--- config.mk ---
export PLATFORM = sky130hd
export DESIGN_NAME = e603_subsys_ram_icb1to2_split
export DESIGN_NICKNAME = d
export VERILOG_FILES = /design/src/rtl/e603_subsys_ram_icb1to2_split_pkg.sv /design/src/rtl/e603_subsys_ram_outs_fifo.sv /design/src/rtl/e603_subsys_ram_icb1to2_split.sv
export SDC_FILE = /design/constraint.sdc
export NUM_CORES = 1
export LEC_CHECK = 0
export ABC_AREA = 1
export BUFFER_PORTS_ARGS = -buffer_cell sky130_fd_sc_hd__buf_2
export CORE_AREA = 2 2 189 191
export CTS_CLUSTER_DIAMETER = 50
export CTS_CLUSTER_SIZE = 8
export DETAILED_ROUTE_END_ITERATION = 10
export DIE_AREA = 0 0 191 193
export HOLD_SLACK_MARGIN = 0.15
export PLACE_DENSITY = 0.38
export SYNTH_ARGS = -nofsm -noshare
export SYNTH_HDL_FRONTEND = slang
export SYNTH_HIERARCHICAL = 1
export SYNTH_SLANG_ARGS = --single-unit
export TNS_END_PERCENT = 100
--- constraint.sdc ---
create_clock -name clk -period 6.4 [get_ports clk]
set_input_delay 0.32 -clock clk [delete_from_list [all_inputs] [get_ports clk]]
set_output_delay 0.32 -clock clk [all_outputs]
set_load 0.02 [all_outputs]
--- src/rtl/e603_subsys_ram_icb1to2_split_pkg.sv ---
// Shared definitions for the BIU-to-subsystem-RAM ICB splitter:
// destination tags stored in the outstanding FIFO and the RAM window size.
package e603_subsys_ram_icb1to2_split_pkg;

    // Each RAM window covers 64 KB, so the low 16 address bits are forwarded
    // and the bits above them select the window.
    localparam int RAM_WIN_AW = 16;

    // Destination of an accepted command, recorded in command order.
    typedef logic [1:0] dest_tag_t;

    localparam dest_tag_t TAG_IRAM = 2'd0;
    localparam dest_tag_t TAG_DRAM = 2'd1;
    localparam dest_tag_t TAG_ERR  = 2'd2;

    // Turn the two window hits into a destination tag. IRAM wins if a
    // misconfiguration ever makes both windows overlap.
    function automatic dest_tag_t decode_dest(input logic hit_i, input logic hit_d);
        if (hit_i) begin
            return TAG_IRAM;
        end
        if (hit_d) begin
            return TAG_DRAM;
        end
        return TAG_ERR;
    endfunction

endpackage

--- src/rtl/e603_subsys_ram_outs_fifo.sv ---
// Generic synchronous FIFO used to remember the destination of every
// outstanding command. Depth must be a power of two so the pointers wrap
// naturally. Pushing while full and popping while empty are ignored.
module e603_subsys_ram_outs_fifo #(
    parameter int WIDTH = 2,
    parameter int DEPTH = 4,
    parameter int CNT_W = 3
) (
    input  logic             clk,
    input  logic             rst_n,
    input  logic             push,
    input  logic [WIDTH-1:0] push_data,
    input  logic             pop,
    output logic             full,
    output logic             empty,
    output logic [WIDTH-1:0] head
);

    localparam int PTR_W = $clog2(DEPTH);

    logic [WIDTH-1:0] mem [DEPTH];
    logic [PTR_W-1:0] wr_ptr;
    logic [PTR_W-1:0] rd_ptr;
    logic [CNT_W-1:0] cnt;
    logic             push_en;
    logic             pop_en;

    assign full    = (cnt == CNT_W'(DEPTH));
    assign empty   = (cnt == '0);
    assign push_en = push & ~full;
    assign pop_en  = pop & ~empty;
    assign head    = mem[rd_ptr];

    // Pointer and occupancy bookkeeping; push and pop together leave the count unchanged.
    // NOTE: sequential state uses non-blocking assignments so every flop samples pre-edge values.
    always_ff @(posedge clk or negedge rst_n) begin
        if (!rst_n) begin
            wr_ptr <= '0;
            rd_ptr <= '0;
            cnt    <= '0;
        end else begin
            if (push_en) begin
                wr_ptr <= wr_ptr + PTR_W'(1);
            end
            if (pop_en) begin
                rd_ptr <= rd_ptr + PTR_W'(1);
            end
            case ({push_en, pop_en})
                2'b10:   cnt <= cnt + CNT_W'(1);
                2'b01:   cnt <= cnt - CNT_W'(1);
                default: cnt <= cnt;
            endcase
        end
    end

    // Entry storage, written at the tail on every accepted push.
    // NOTE: storage is deliberately not reset; an entry is only read after it has been written.
    always_ff @(posedge clk) begin
        if (push_en) begin
            mem[wr_ptr] <= push_data;
        end
    end

endmodule

--- src/rtl/e603_subsys_ram_icb1to2_split.sv ---
// Splits the BIU's single 64-bit ICB master port into the IRAM and DRAM ICB
// ports of the subsystem RAM. Commands are decoded by address window and
// forwarded with no added latency; unmapped commands are answered locally
// with an error. An outstanding FIFO of destination tags keeps responses in
// command order: only the destination at the head may return a response.
module e603_subsys_ram_icb1to2_split
    import e603_subsys_ram_icb1to2_split_pkg::*;
#(
    parameter int          AW         = 32,
    parameter logic [AW-1:0] IRAM_BASE = 32'h8000_0000,
    parameter logic [AW-1:0] DRAM_BASE = 32'h9000_0000,
    parameter int          OUTS_NUM   = 4,
    parameter int          OUTS_CNT_W = 3
) (
    input  logic          clk,
    input  logic          rst_n,

    // Master side (from the BIU)
    input  logic          i_icb_cmd_valid,
    output logic          i_icb_cmd_ready,
    input  logic [AW-1:0] i_icb_cmd_addr,
    input  logic          i_icb_cmd_read,
    input  logic [63:0]   i_icb_cmd_wdata,
    input  logic [7:0]    i_icb_cmd_wmask,
    output logic          i_icb_rsp_valid,
    input  logic          i_icb_rsp_ready,
    output logic          i_icb_rsp_err,
    output logic [63:0]   i_icb_rsp_rdata,

    // IRAM port
    output logic          biu2iram_icb_cmd_valid,
    input  logic          biu2iram_icb_cmd_ready,
    output logic [15:0]   biu2iram_icb_cmd_addr,
    output logic          biu2iram_icb_cmd_read,
    output logic [63:0]   biu2iram_icb_cmd_wdata,
    output logic [7:0]    biu2iram_icb_cmd_wmask,
    input  logic          biu2iram_icb_rsp_valid,
    output logic          biu2iram_icb_rsp_ready,
    input  logic          biu2iram_icb_rsp_err,
    input  logic [63:0]   biu2iram_icb_rsp_rdata,

    // DRAM port
    output logic          biu2dram_icb_cmd_valid,
    input  logic          biu2dram_icb_cmd_ready,
    output logic [15:0]   biu2dram_icb_cmd_addr,
    output logic          biu2dram_icb_cmd_read,
    output logic [63:0]   biu2dram_icb_cmd_wdata,
    output logic [7:0]    biu2dram_icb_cmd_wmask,
    input  logic          biu2dram_icb_rsp_valid,
    output logic          biu2dram_icb_rsp_ready,
    input  logic          biu2dram_icb_rsp_err,
    input  logic [63:0]   biu2dram_icb_rsp_rdata
);

    logic      hit_i;
    logic      hit_d;
    logic      cmd_ok;
    logic      fifo_full;
    logic      fifo_empty;
    logic      push;
    logic      pop;
    dest_tag_t push_tag;
    dest_tag_t head_tag;

    // ------------------------------------------------------------------
    // Address decode
    // ------------------------------------------------------------------
    assign hit_i    = (i_icb_cmd_addr[AW-1:RAM_WIN_AW] == IRAM_BASE[AW-1:RAM_WIN_AW]);
    assign hit_d    = (i_icb_cmd_addr[AW-1:RAM_WIN_AW] == DRAM_BASE[AW-1:RAM_WIN_AW]);
    assign push_tag = decode_dest(hit_i, hit_d);

    // ------------------------------------------------------------------
    // Command path
    // ------------------------------------------------------------------
    // A command may only be issued while a FIFO slot is free. Reset gates
    // the handshake directly so nothing is issued or accepted while rst_n
    // is held low, even if the master keeps its valid asserted. Full is the
    // registered occupancy, so no response-side signal reaches the ready path.
    assign cmd_ok = rst_n & ~fifo_full;

    assign biu2iram_icb_cmd_valid = i_icb_cmd_valid & hit_i & cmd_ok;
    assign biu2dram_icb_cmd_valid = i_icb_cmd_valid & hit_d & cmd_ok;

    assign i_icb_cmd_ready = cmd_ok & (hit_i ? biu2iram_icb_cmd_ready :
                                       hit_d ? biu2dram_icb_cmd_ready : 1'b1);

    // Payload passes through unchanged; only the in-window offset is forwarded.
    assign biu2iram_icb_cmd_addr  = i_icb_cmd_addr[RAM_WIN_AW-1:0];
    assign biu2iram_icb_cmd_read  = i_icb_cmd_read;
    assign biu2iram_icb_cmd_wdata = i_icb_cmd_wdata;
    assign biu2iram_icb_cmd_wmask = i_icb_cmd_wmask;

    assign biu2dram_icb_cmd_addr  = i_icb_cmd_addr[RAM_WIN_AW-1:0];
    assign biu2dram_icb_cmd_read  = i_icb_cmd_read;
    assign biu2dram_icb_cmd_wdata = i_icb_cmd_wdata;
    assign biu2dram_icb_cmd_wmask = i_icb_cmd_wmask;

    // ------------------------------------------------------------------
    // Outstanding FIFO
    // ------------------------------------------------------------------
    assign push = i_icb_cmd_valid & i_icb_cmd_ready;
    assign pop  = i_icb_rsp_valid & i_icb_rsp_ready;

    e603_subsys_ram_outs_fifo #(
        .WIDTH (2),
        .DEPTH (OUTS_NUM),
        .CNT_W (OUTS_CNT_W)
    ) u_outs_fifo (
        .clk       (clk),
        .rst_n     (rst_n),
        .push      (push),
        .push_data (push_tag),
        .pop       (pop),
        .full      (fifo_full),
        .empty     (fifo_empty),
        .head      (head_tag)
    );

    // ------------------------------------------------------------------
    // Response path
    // ------------------------------------------------------------------
    // Route the response of the head destination to the master; every other
    // destination sees rsp_ready low and waits its turn.
    // NOTE: every output gets a default first so no path through the case infers a latch.
    always_comb begin
        i_icb_rsp_valid        = 1'b0;
        i_icb_rsp_err          = 1'b0;
        i_icb_rsp_rdata        = '0;
        biu2iram_icb_rsp_ready = 1'b0;
        biu2dram_icb_rsp_ready = 1'b0;
        if (!fifo_empty) begin
            case (head_tag)
                TAG_IRAM: begin
                    i_icb_rsp_valid        = biu2iram_icb_rsp_valid;
                    i_icb_rsp_err          = biu2iram_icb_rsp_err;
                    i_icb_rsp_rdata        = biu2iram_icb_rsp_rdata;
                    biu2iram_icb_rsp_ready = i_icb_rsp_ready;
                end
                TAG_DRAM: begin
                    i_icb_rsp_valid        = biu2dram_icb_rsp_valid;
                    i_icb_rsp_err          = biu2dram_icb_rsp_err;
                    i_icb_rsp_rdata        = biu2dram_icb_rsp_rdata;
                    biu2dram_icb_rsp_ready = i_icb_rsp_ready;
                end
                default: begin
                    // Unmapped command: answer locally with an error and no data.
                    i_icb_rsp_valid = 1'b1;
                    i_icb_rsp_err   = 1'b1;
                end
            endcase
        end
    end

endmodule

==> impl_metrics.py <==
metrics = {
    "detailed_routing": {
        "routed_wl_mm": 12.88,
        "wl_met3_mm": 2.608,
        "via_count": 3134,
        "routed_via_density": 3.076,
        "wl_met1_mm": 4.615,
        "dr_wl_met2_mm": 5.570,
        "top_layer_used": "met5",
        "drt-initial-drc-count": 67,
        "antenna_left": 0,
        "wl_per_cell_um": 12.64,
        "drtPass1Iterations": 4,
        "remaining_drc_errors": 0,
    },
    "placement": {
        "hpwl_mm": 10.61,
        "post-place-ws_ns": 3.305,
        "place_congestion": 0.6778,
        "portBuffers": 224,
        "placed_area_um2": 3540,
    },
    "finish": {
        "final_nets": 808,
        "postLayoutCoreUtil_pct": 10.39,
        "regArea_um2": 415.4,
        "fill_cells": 4135,
        "area_growth_pct": 11.14,
        "antennaDiodeCount": 0,
        "fin_area_um2": 3632,
        "multi_input_area_um2": 1280,
        "post_route_cells_drive_above_1_share_pct": 43.55,
    },
    "floorplanning": {
        "fp-row-count": 69,
        "initial_utilization_pct": 9.347,
        "die_x_um": 191,
        "die_area_um2": 36860,
        "core_area_um2": 34960,
        "ios": 492,
        "dieHeight_um": 193,
    },
    "logic_synthesis": {
        "synthesis.area_um2": 3268,
        "yosys_warnings": 6,
        "synth_top_area_share_pct": 43.64,
        "synth_cells": 526,
        "yosysMostFrequentCell": "buf_4",
        "netlist_top_cells_count": "190 x buf_4, 157 x nand2_1, 64 x a21oi_1",
        "async_flop_share_pct": 46.67,
        "synth-edff-count": 8,
        "ys_seq_elements": 15,
        "synthFlopType": "edfxtp_1",
        "yosysUniqueCellTypes": 24,
        "synth_top_area_cell": "buf_4",
        "ys_seq_area_share_pct": 12.71,
        "syn_avg_cell_area_um2": 6.213,
        "syn-num-nets": 775,
        "synthTopCellsByArea": "buf_4 44%, nand2_1 18%, a21oi_1 9.8%",
    },
    "worst_setup_path": {
        "critPathLaunchType": "register",
        "r2r_setup_slack_ns": 3.31,
        "cp.required_ns": 6.53,
        "critPathCaptureType": "register",
        "cp_max_fo": 65,
        "worstSetupPathType": "reg2reg",
        "critical_path_arrival_ns": 3.22,
    },
    "global_route": {
        "overflow": 0,
        "grt_usage_pct": 6.089,
        "grt_pass1_vias": 2687,
        "grt_max_degree": 70,
        "grt_antenna_before_repair": 0,
        "grt_first_pass_wirelength_mm": 16.33,
    },
    "timing": {
        "slew_headroom_pct": 33.97,
        "worst_pin_slew_ns": 0.9801,
        "tns_ns": 0,
        "min_period_ns": 3.092,
        "timing.final.crit_share_pct": 48.31,
        "setup_viol": 0,
        "slew_viol_final": 0,
        "finalClockSkew_ns": 0.004167,
        "max_freq_ghz": 0.3234,
        "rsz0062_at_grt": "false",
        "setup_ws_ns": 3.308,
        "hold_violations": 0,
    },
    "clock_network": {
        "clk_pin_slew_ns": 0.05,
        "clock-sinks": 15,
        "htree_levels": 1,
        "cts_resized": 0,
        "clock_latency_ns": 0.25,
        "cts.root.buffer_cell": "clkbuf_16",
        "cts_tree": "yes",
        "cts_buffers": 3,
        "ctsLongestPathBuffers": 2,
    },
    "power_and_ir_drop": {
        "powerDensity_nw_per_um2": 463.6,
        "power_w": 0.001684,
        "cellLeakagePower_nw": 1.802,
        "max-vdd-ir-drop_mv": 0.1767,
    },
    "outcome": {
        "outcome": "finished clean",
    },
    "min_path": {
        "hold_path_class": "in2async",
    },
    "job": {
        "drv_cap": 0,
    },
}
==> kinds of logic (layout without fill, tap and decap cells) <==
kind of cell,count (synthesis),count (layout),share of synthesized area [%]
DFF,15,15,12.71
buffers and inverters,233,265,48.77
and+or+nand+nor,201,201,24.69
xor gates and xnor gates,1,1,0.2680
adders and majority gates,6,6,2.527
AOI/OAI and AO/OA,70,70,11.03
==> where the power goes <==
part           total, W  leakage (nW)  switching [W]  internal [W]
combinational   0.00141          1.60       0.000984      0.000423
clock          0.000124        0.0371      0.0000399     0.0000841
sequential     0.000153         0.163      0.0000233      0.000130
==> per-layer routing <==
metal  vias to the layer above  global-route usage [%]
li1                       1518                       -
met1                      1287                   6.028
met2                       319                   9.518
met3                         8                   5.629
met4                         2                  0.6857
met5                         -                   1.592
==> critical path, stage by stage, from the launching register on <==
cell      delay [ns]
dfrtp_1         0.40
inv_2           0.14
nand2_1         0.07
o211ai_1        0.08
nand2_1         0.12
inv_1           0.11
nor2_4          0.03
buf_4           0.32
inv_1           0.18
nor2_1          0.08
nor4_2          0.36
nand2_2         0.10
inv_1           0.07
ha_1            0.15
inv_1           0.07
fa_1            0.37
nand2_1         0.10
nand3_1         0.08
nand2_1         0.06
nand2_1         0.05
==> registers in the layout, indices dropped and copies added (netlist names) <==
name and count:
u_outs_fifo/mem 8, u_outs_fifo/rd_ptr 2, u_outs_fifo/cnt 3, u_outs_fifo/wr_ptr 2
==> placed cells by master (no fill, tap or decap), types with 2 or more instances in the layout <==
cell,synthesis,final
o211ai_1,4,4
buf_4,190,3
buf_2,5,224
inv_1,29,28
nor3_1,4,4
o21ai_0,2,2
nor2_4,0,2
dfrtp_1,7,7
ha_1,5,5
nor2_1,26,24
nand2_1,157,157
edfxtp_1,8,8
inv_2,4,5
a21oi_1,64,64
nand3_1,7,7
clkbuf_16,0,3
==> what timing repair did <==
item	4_1_cts	5_1_grt
hold buffers	1	0
endpoints found under the hold margin	7	0
setup buffers	0	0
==> worst paths after layout <==
path / from / to / depth (start not counted)
min in group clk: u_outs_fifo/cnt[0] / u_outs_fifo/cnt[0] / 1
setup / recovery: u_outs_fifo/rd_ptr[0] / u_outs_fifo/cnt[2] / 19
hold reg to reg: u_outs_fifo/cnt[0] / u_outs_fifo/cnt[0] / 1
setup reg to reg: u_outs_fifo/rd_ptr[0] / u_outs_fifo/cnt[2] / 19
hold / removal: rst_n / u_outs_fifo/wr_ptr[0] / 2
max in group asynchronous: rst_n / u_outs_fifo/cnt[1] / 2
==> metrics by stage <==
step / hold slack [ns] / instances
after floorplan: 0.02441 / 526
after detailed placement: 0.2216 / 1014
after global placement: 0.2173 / 1014
final: 0.4760 / 1019
after global routing: 0.4996 / 1019
after CTS: 0.4905 / 1019
==> cell type report <==
cell class / instances / share of cell area [%]
multi-input combinational: 278 / 35.24
inverter: 33 / 3.410
timing repair buffer: 228 / 31.76
clock inverter: 1 / 0.2067
sequential: 15 / 11.44
tap: 461 / 15.88
clock buffer: 3 / 2.067
No activity file was read; power rests on OpenSTA's default activity.
